File: config.mk
export PLATFORM = sky130hd
export DESIGN_NAME = alu_op_sequencer
export DESIGN_NICKNAME = d
export VERILOG_FILES = /design/src/rtl/alu_op_sequencer_pkg.sv /design/src/rtl/alu_op_sequencer_decode.sv /design/src/rtl/alu_op_sequencer.sv
export SDC_FILE = /design/constraint.sdc
export NUM_CORES = 1
export LEC_CHECK = 0
export CORE_MARGIN = 10
export CORE_UTILIZATION = 45
export CTS_CLUSTER_DIAMETER = 100
export CTS_CLUSTER_SIZE = 40
export DETAILED_ROUTE_END_ITERATION = 8
export PLACE_DENSITY = 0.75
export SYNTH_ARGS = -nofsm -noshare
export SYNTH_HDL_FRONTEND = slang
export SYNTH_SLANG_ARGS = --single-unit
File: constraint.sdc
create_clock -name clk -period 3.9 [get_ports clk]
set_input_delay 1.17 -clock clk [delete_from_list [all_inputs] [get_ports clk]]
set_output_delay 1.17 -clock clk [all_outputs]
set_load 0.02 [all_outputs]
File: src/rtl/alu_op_sequencer_pkg.sv
// Shared opcode, state and select-index definitions for the ALU op sequencer.
// Imported by the decoder and the top.
package alu_seq_pkg;

    localparam int WIDTH_DEF  = 8;
    localparam int REP_W_DEF  = 4;
    localparam int SETTLE_DEF = 1;

    localparam logic [2:0] OP_ADD        = 3'd0;
    localparam logic [2:0] OP_SUB        = 3'd1;
    localparam logic [2:0] OP_INC        = 3'd2;
    localparam logic [2:0] OP_DEC        = 3'd3;
    localparam logic [2:0] OP_NEG        = 3'd4;
    localparam logic [2:0] OP_CMP        = 3'd5;
    localparam logic [2:0] OP_ILLEGAL_LO = 3'd6;

    // Bit positions inside the one-hot select vector
    localparam int SEL_DEC = 0;
    localparam int SEL_INC = 1;
    localparam int SEL_ADD = 2;
    localparam int SEL_SUB = 3;
    localparam int SEL_CMP = 4;
    localparam int SEL_NEG = 5;

    typedef enum logic [1:0] {
        ST_IDLE = 2'd0,
        ST_EXEC = 2'd1,
        ST_RESP = 2'd2
    } state_e;

endpackage

File: src/rtl/alu_op_sequencer_decode.sv
// Opcode -> one-hot ALU select vector, forced to zero when en is low.
// illegal reflects the opcode alone, independent of en.
module alu_op_decode
    import alu_seq_pkg::*;
(
    input  logic       en,
    input  logic [2:0] op,
    output logic [5:0] sel,
    output logic       illegal
);

    always_comb begin
        sel     = '0;
        illegal = 1'b0;
        case (op)
            OP_ADD:  sel[SEL_ADD] = 1'b1;
            OP_SUB:  sel[SEL_SUB] = 1'b1;
            OP_INC:  sel[SEL_INC] = 1'b1;
            OP_DEC:  sel[SEL_DEC] = 1'b1;
            OP_NEG:  sel[SEL_NEG] = 1'b1;
            OP_CMP:  sel[SEL_CMP] = 1'b1;
            default: illegal      = 1'b1;
        endcase
        if (!en) begin
            sel = '0;
        end
    end

endmodule

File: src/rtl/alu_op_sequencer.sv
// Sequences the arithmetic ALU: accepts a command, iterates it with result feedback,
// holding each select SETTLE_CYCLES cycles, then presents a held response.
module alu_op_sequencer
    import alu_seq_pkg::*;
#(
    parameter int WIDTH         = WIDTH_DEF,
    parameter int SETTLE_CYCLES = SETTLE_DEF,
    parameter int REP_W         = REP_W_DEF
) (
    input  logic             clk,
    input  logic             rst,
    input  logic             cmd_valid,
    output logic             cmd_ready,
    input  logic [2:0]       cmd_op,
    input  logic [WIDTH-1:0] cmd_a,
    input  logic [WIDTH-1:0] cmd_b,
    input  logic [REP_W-1:0] cmd_rep,
    output logic             alu_dec,
    output logic             alu_inc,
    output logic             alu_add,
    output logic             alu_sub,
    output logic             alu_cmp,
    output logic             alu_neg,
    output logic [WIDTH-1:0] alu_a,
    output logic [WIDTH-1:0] alu_b,
    input  logic [WIDTH-1:0] alu_sum,
    input  logic             alu_c_out,
    output logic             res_valid,
    input  logic             res_ready,
    output logic [WIDTH-1:0] res_data,
    output logic             res_carry,
    output logic             res_zero,
    output logic             res_err
);

    localparam int SW = (SETTLE_CYCLES > 1) ? $clog2(SETTLE_CYCLES) : 1;

    state_e           state_q, state_d;
    logic [2:0]       op_q, op_d;
    logic [WIDTH-1:0] acc_q, acc_d, b_q, b_d, last_q, last_d;
    logic [REP_W-1:0] rep_q, rep_d, step_q, step_d;
    logic [SW-1:0]    settle_q, settle_d;
    logic             carry_q, carry_d, err_q, err_d;
    logic [5:0]       sel_q, sel_d;
    logic [WIDTH-1:0] alu_a_q, alu_a_d, alu_b_q, alu_b_d;
    logic             res_valid_q, res_valid_d, res_carry_q, res_carry_d;
    logic             res_zero_q, res_zero_d, res_err_q, res_err_d;
    logic [WIDTH-1:0] res_data_q, res_data_d, fin;

    logic       capture, last_step, dec_en, dec_illegal;
    logic [2:0] dec_op;
    logic [5:0] dec_sel;

    assign capture   = (state_q == ST_EXEC) && (settle_q == SW'(SETTLE_CYCLES - 1));
    assign last_step = capture && (step_q == rep_q);
    // Enable is derived without the illegal flag; the decoder zeroes selects for illegal ops
    assign dec_en    = ((state_q == ST_IDLE) && cmd_valid) || ((state_q == ST_EXEC) && !last_step);
    assign dec_op    = (state_q == ST_IDLE) ? cmd_op : op_q;

    alu_op_decode u_decode (
        .en      (dec_en),
        .op      (dec_op),
        .sel     (dec_sel),
        .illegal (dec_illegal)
    );

    always_comb begin
        state_d     = state_q;
        op_d        = op_q;
        acc_d       = acc_q;
        b_d         = b_q;
        last_d      = last_q;
        rep_d       = rep_q;
        step_d      = step_q;
        settle_d    = settle_q;
        carry_d     = carry_q;
        err_d       = err_q;
        res_valid_d = res_valid_q;
        res_data_d  = res_data_q;
        res_carry_d = res_carry_q;
        res_zero_d  = res_zero_q;
        res_err_d   = res_err_q;
        fin         = err_q ? '0 : last_q;
        case (state_q)
            ST_IDLE: begin
                if (cmd_valid) begin
                    op_d     = cmd_op;
                    acc_d    = cmd_a;
                    b_d      = cmd_b;
                    rep_d    = cmd_rep;
                    step_d   = '0;
                    settle_d = '0;
                    carry_d  = 1'b0;
                    err_d    = dec_illegal;
                    state_d  = dec_illegal ? ST_RESP : ST_EXEC;
                end
            end
            ST_EXEC: begin
                if (capture) begin
                    settle_d = '0;
                    last_d   = alu_sum;
                    carry_d  = carry_q | alu_c_out;
                    if (op_q != OP_CMP) begin
                        acc_d = alu_sum;
                    end
                    if (last_step) begin
                        state_d = ST_RESP;
                    end else begin
                        step_d = step_q + 1'b1;
                    end
                end else begin
                    settle_d = settle_q + 1'b1;
                end
            end
            ST_RESP: begin
                if (!res_valid_q) begin
                    res_valid_d = 1'b1;
                    res_data_d  = fin;
                    res_carry_d = carry_q & ~err_q;
                    res_zero_d  = (fin == '0);
                    res_err_d   = err_q;
                end else if (res_ready) begin
                    res_valid_d = 1'b0;
                    state_d     = ST_IDLE;
                end
            end
            default: state_d = ST_IDLE;
        endcase
        sel_d   = dec_sel;
        alu_a_d = (state_d == ST_EXEC) ? acc_d : '0;
        alu_b_d = (state_d == ST_EXEC) ? b_d : '0;
    end

    always_ff @(posedge clk) begin
        if (rst) begin
            state_q     <= ST_IDLE;
            op_q        <= '0;
            acc_q       <= '0;
            b_q         <= '0;
            last_q      <= '0;
            rep_q       <= '0;
            step_q      <= '0;
            settle_q    <= '0;
            carry_q     <= 1'b0;
            err_q       <= 1'b0;
            sel_q       <= '0;
            alu_a_q     <= '0;
            alu_b_q     <= '0;
            res_valid_q <= 1'b0;
            res_data_q  <= '0;
            res_carry_q <= 1'b0;
            res_zero_q  <= 1'b0;
            res_err_q   <= 1'b0;
        end else begin
            state_q     <= state_d;
            op_q        <= op_d;
            acc_q       <= acc_d;
            b_q         <= b_d;
            last_q      <= last_d;
            rep_q       <= rep_d;
            step_q      <= step_d;
            settle_q    <= settle_d;
            carry_q     <= carry_d;
            err_q       <= err_d;
            sel_q       <= sel_d;
            alu_a_q     <= alu_a_d;
            alu_b_q     <= alu_b_d;
            res_valid_q <= res_valid_d;
            res_data_q  <= res_data_d;
            res_carry_q <= res_carry_d;
            res_zero_q  <= res_zero_d;
            res_err_q   <= res_err_d;
        end
    end

    assign cmd_ready = (state_q == ST_IDLE);
    assign alu_dec   = sel_q[SEL_DEC];
    assign alu_inc   = sel_q[SEL_INC];
    assign alu_add   = sel_q[SEL_ADD];
    assign alu_sub   = sel_q[SEL_SUB];
    assign alu_cmp   = sel_q[SEL_CMP];
    assign alu_neg   = sel_q[SEL_NEG];
    assign alu_a     = alu_a_q;
    assign alu_b     = alu_b_q;
    assign res_valid = res_valid_q;
    assign res_data  = res_data_q;
    assign res_carry = res_carry_q;
    assign res_zero  = res_zero_q;
    assign res_err   = res_err_q;

endmodule

==> flow_summary.json, run 1 <==
{
  "status": "complete, no violations",
  "rsz0062_at_grt": "no",
  "min_path_cells": 2,
  "dpl.cell_count": 436,
  "finalSetupViolations": 0,
  "layout-drive-gt1-share_pct": 6.42,
  "peakVddDrop_v": 0.000241,
  "synth_cell_types": 35,
  "min_path_type": "reg -> reg",
  "fin_util_pct": 61.7,
  "die_x_microns": 98.2,
  "yosysWarnings": 0,
  "synthTopCellsByArea": "dfxtp_1, a21oi_1, nor2_1",
  "clock_path_buffers": 2,
  "syn_inst": 303,
  "period_share_pct": 72.7,
  "area_growth_pct": 32.9,
  "hold_viol_final": 0,
  "dp.final_hpwl_microns": 4910,
  "drt_iter0_markers": 127,
  "use_met1_pct": 15.9,
  "synth_nets": 340,
  "postRouteAntennaNets": 0,
  "dr.pass1.iters": 4,
  "drc": 0,
  "core_sq_um": 5920,
  "io_buffers": 70,
  "syn_avg_cell_area_sq_um": 9.08,
  "post_cts_buffers": 0,
  "ys_seq_elements": 74,
  "maxSlewHeadroom_pct": 58.0,
  "p_per_area_nw_per_um2": 469,
  "grt_pass1_vias": 2297,
  "rows": 28,
  "final_nets": 409,
  "grtUsageMet3_pct": 4.37,
  "grt_overflow": 0,
  "cts-hold-fix-buffers": 0,
  "antennaDiodeCount": 0,
  "tritoncts": "done",
  "max-cap-violations": 0,
  "start_util_pct": 46.4,
  "worst-setup-path-type": "reg -> out",
  "cp_cell_sequence": "nor2_1 -> clkdlybuf4s50_1",
  "grt_pass1_wl_microns": 10900,
  "vias": 2328,
  "use_met2_pct": 21.6,
  "place_congestion": 0.770,
  "ios": 71,
  "grt.total_usage_pct": 13.7,
  "slew_violations": 0,
  "worst_setup_path_end_kind": "output port",
  "cp_max_fo": 11,
  "dieArea_sq_um": 9640,
  "crit_path_max_incr_delay_ns": 0.65,
  "wl_per_cell_microns": 14.8,
  "crit_path_start_kind": "flop",
  "vias_per_cell": 5.18,
  "seq_area_frac_synth_pct": 53.9,
  "reg2reg_depth": 5,
  "cp.required_ns": 2.73,
  "die_height_microns": 98.2,
  "cpLargestDelayFamily": "buffers and inverters",
  "path_depth": 2,
  "synth_top_area_share_pct": 53.9,
  "clk_pin_slew_worst_paths_ns": 0.07,
  "antenna_found_initial": 0,
  "synth_edf_count": 0,
  "fmax_mhz": 353,
  "globalRoute.busiestLayer": "met2",
  "slowest_stage": "clkdlybuf4s50_1",
  "crit_buf_inv": 1,
  "clock-sinks": 74,
  "clock_latency_ns": 0.33,
  "routed_wl_microns": 6660,
  "numCtsBuffers": 9,
  "leakagePower_nw": 1.35,
  "synthTopCellsByCount": "dfxtp_1, nor2_1, nand2_1, a21oi_1, nand3b_1",
  "grt_max_degree": 32,
  "instances_no_fill": 449,
  "critPathArrivalTime_ns": 1.67,
  "root_buffer": "clkbuf_8",
  "skew_ns": 0.00732,
  "yosysTopAreaCell": "dfxtp_1",
  "synth.most_common_cell": "dfxtp_1",
  "min_period_ns": 2.84,
  "worst_pin_slew_ns": 0.629,
  "h-tree-depth": 3,
  "cts_resized": 0,
  "ys.flop_type": "dfxtp_1",
  "setup_tns_ns": 0,
  "synthesis.area_sq_um": 2750,
  "async_flop_share_pct": 0
}
final cells by class:
class	count	area (sq um)
clock buffers	13	159
well taps	75	93.8
repair buffers	75	733
flip-flops and latches	74	1480
fillers	537	2260
multi-input cells	208	1170
inverters	4	15.0
worst register-to-register path, stage by stage, from the launching register on:
cell and delay [ns]:
dfxtp_1 0.60, nor3b_2 0.38, buf_4 0.28, o41ai_2 0.16
or3_1 0.37, a21boi_1 0.14
sequential cells by signal, indices dropped and copies added (netlist names), 2 cells and up:
signal    count
acc_q         8
alu_a         8
alu_b         8
b_q           8
last_q        8
op_q          3
rep_q         4
res_data      8
sel_q         6
state_q       2
step_q        4
path summary, 6_finish.rpt:
path	from	endpoint	slack [ns]
min reg2reg	res_data[1]	res_data[1]	0.45
max	state_q[1]	cmd_ready	1.06
min	res_data[1]	res_data[1]	0.45
max reg2reg	state_q[0]	step_q[3]	1.90
per-stage QoR:
stage	setup WS [ns]	instance area, sq um	hold WS [ns]	total power, mW
6_report	1.06	3660	0.449	1.72
5_1_grt	0.978	3660	0.476	1.80
2_1_floorplan	1.67	2750	0.443	1.10
4_1_cts	1.06	3660	0.454	1.73
3_3_place_gp	0.916	3500	0.439	1.22
3_5_place_dp	0.813	3500	0.446	1.23
where the power goes:
group	internal, mW	switching [mW]
combinational	0.161	0.199
sequential	0.815	0.0399
clock	0.256	0.245
kinds of logic after synthesis:
group | Yosys count | synth area share [%]
flip-flops | 74 | 53.9
buffers and inverters | 21 | 3.68
adder cells (fa/ha/maj) | 1 | 0.455
multiplexers | 9 | 3.28
AND/OR/NAND/NOR | 129 | 21.9
AO/OA/AOI/OAI | 65 | 15.5
XOR/XNOR | 4 | 1.27
routing by layer:
layer  part of all wire (%)  vias up
li1                       -     1180
met1                     46     1080
met2                     46       56
met3                    6.0       12
met4                    2.4        0
met5                      0        -
placed cells by master, fill, tap and decap left out, types with 2 or more instances in the layout:
cell,n
mux2i_1,9
a21oi_1,37
nor2_1,46
nor3b_1,3
a31oi_1,5
a32o_1,8
inv_1,4
clkbuf_8,11
nand2_1,44
or3_1,2
a21boi_1,2
nor3_1,5
clkdlybuf4s50_1,69
buf_4,5
xor2_1,4
nor4_1,5
o21ai_0,6
nor2b_1,3
nand3_1,5
clkbuf_1,2
dfxtp_1,74
a211oi_1,2
nand3b_1,10
Note: power is estimated with default switching activity, not from simulation.
==> run 2, diff against run 1 <==
==> constraint.sdc (replaced) <==
create_clock -name clk -period 2.8 [get_ports clk]
set_input_delay 0.84 -clock clk [delete_from_list [all_inputs] [get_ports clk]]
set_output_delay 0.84 -clock clk [all_outputs]
set_load 0.02 [all_outputs]
==> run 2 against run 1 <==
Net effect: combinational power rose by 48%; final cell count increased by 1.1%; clock skew up 0.00079 ns; register-to-register slack worse by 0.96 ns; sequential power increased by 38%; routed wire length grew 2.0%; clock-buffer cell count down 2; first-iteration DRC count rose by 77%.
==> flow_summary.json, run 2 (synthesized netlist as in run 1, its figures left out) <==
{
  "worst_pin_slew_ns": 0.635,
  "leakagePower_nw": 1.39,
  "antenna_found_initial": 0,
  "setup_tns_ns": 0,
  "drc": 0,
  "rsz0062_at_grt": "no",
  "rows": 28,
  "h-tree-depth": 3,
  "switchingPower_mw": 0.695,
  "die_height_microns": 98.2,
  "root_buffer": "clkbuf_8",
  "die_x_microns": 98.2,
  "io_buffers": 70,
  "grt_overflow": 0,
  "antennaDiodeCount": 0,
  "drt_iter0_markers": 225,
  "ios": 71,
  "period_share_pct": 93.4,
  "worst_setup_path_end_kind": "output port",
  "maxSlewHeadroom_pct": 57.6,
  "placed_cell_area_sq_um": 3530,
  "vias": 2338,
  "min_period_ns": 2.62,
  "pwr-share-clk_pct": 32.0,
  "numCtsBuffers": 9,
  "grt_max_degree": 30,
  "layout-drive-gt1-share_pct": 8.18,
  "dieArea_sq_um": 9640,
  "place_congestion": 0.802,
  "area_growth_pct": 35.2,
  "dr.pass1.iters": 4,
  "slew_violations": 0,
  "vias_per_cell": 5.15,
  "layout_commonest_cell": "dfxtp_1",
  "routed_wl_microns": 6790,
  "switching_share_pct": 27.7,
  "cts-hold-fix-buffers": 0,
  "clock-sinks": 74,
  "design_area_sq_um": 3720,
  "status": "complete, no violations",
  "layout_common_cells": "dfxtp_1, clkdlybuf4s50_1, nor2_1",
  "grt_pass1_wl_microns": 11300,
  "clock_latency_ns": 0.34,
  "r2r_setup_slack_ns": 0.94,
  "critPathArrivalTime_ns": 1.78,
  "worst-setup-path-type": "reg -> out",
  "core_sq_um": 5920,
  "grt_pass1_vias": 2308,
  "postRouteAntennaNets": 0,
  "p_seq_share_pct": 46.8,
  "finalSetupViolations": 0,
  "fmax_mhz": 382,
  "min_path_type": "reg -> reg",
  "cts_resized": 0,
  "max-cap-violations": 0,
  "cp_max_fo": 8,
  "p_int_mw": 1.82,
  "clock_path_buffers": 2,
  "post_cts_buffers": 0,
  "skew_ns": 0.00811,
  "cp.required_ns": 1.96,
  "grt.total_usage_pct": 14.1,
  "wl_per_cell_microns": 14.9,
  "peakVddDrop_v": 0.000458,
  "tritoncts": "done",
  "final_nets": 413,
  "crit_path_start_kind": "flop",
  "pwr-share-comb_pct": 21.2,
  "dp.final_hpwl_microns": 5010,
  "p_per_area_nw_per_um2": 676,
  "start_util_pct": 46.4,
  "clk_pin_slew_worst_paths_ns": 0.07,
  "hold_viol_final": 0
}
run 2: path summary, 6_finish.rpt:
kind | to | start | depth (start not counted)
worst min register to register | res_data[5] | res_data[5] | 2
worst max-delay path | cmd_ready | state_q[1] | 2
worst min-delay path | res_data[5] | res_data[5] | 2
worst max register to register | alu_a[6] | step_q[1] | 4
run 2: power by group through the flow:
| stage | Combinational [mW] | Clock (mW) | Sequential, mW |
|---|---|---|---|
| floorplan | 0.305 | 0 | 1.22 |
| global placement | 0.528 | 0 | 1.20 |
| detailed placement | 0.535 | 0 | 1.20 |
| CTS | 0.538 | 0.822 | 1.18 |
| global route | 0.589 | 0.868 | 1.19 |
| finish | 0.533 | 0.804 | 1.18 |
run 2: final cells by class:
cell class	instances	area, sq um
fillers	517	2200
flip-flops and latches	74	1480
multi-input cells	208	1170
repair buffers	79	763
clock buffers	11	151
well taps	75	93.8
clock inverters	3	40.0
inverters	4	15.0
run 2: critical path: stages (launching register included):
cell,delay [ns]
dfxtp_1,0.31
nor2_1,0.42
clkdlybuf4s50_1,0.71
run 2: layer usage:
| layer | up-vias | wire length [microns] | GRT usage, % |
|---|---|---|---|
| met5 | - | 0 | 0 |
| met4 | 0 | 98 | 6.39 |
| met3 | 9 | 417 | 4.23 |
| met2 | 55 | 3280 | 22.4 |
| met1 | 1087 | 2990 | 17.1 |
| li1 | 1187 | - | - |
run 2: metrics by stage:
stage	power (mW)	util, %	std cells	setup slack [ns]	hold slack (ns)
after global routing	2.64	62.8	454	0.0875	0.476
final	2.51	62.8	454	0.184	0.452
after floorplan	1.53	-	303	0.902	0.443
after detailed placement	1.73	59.6	440	0.366	0.447
after global placement	1.72	59.6	440	0.430	0.441
after CTS	2.54	62.8	454	0.176	0.456
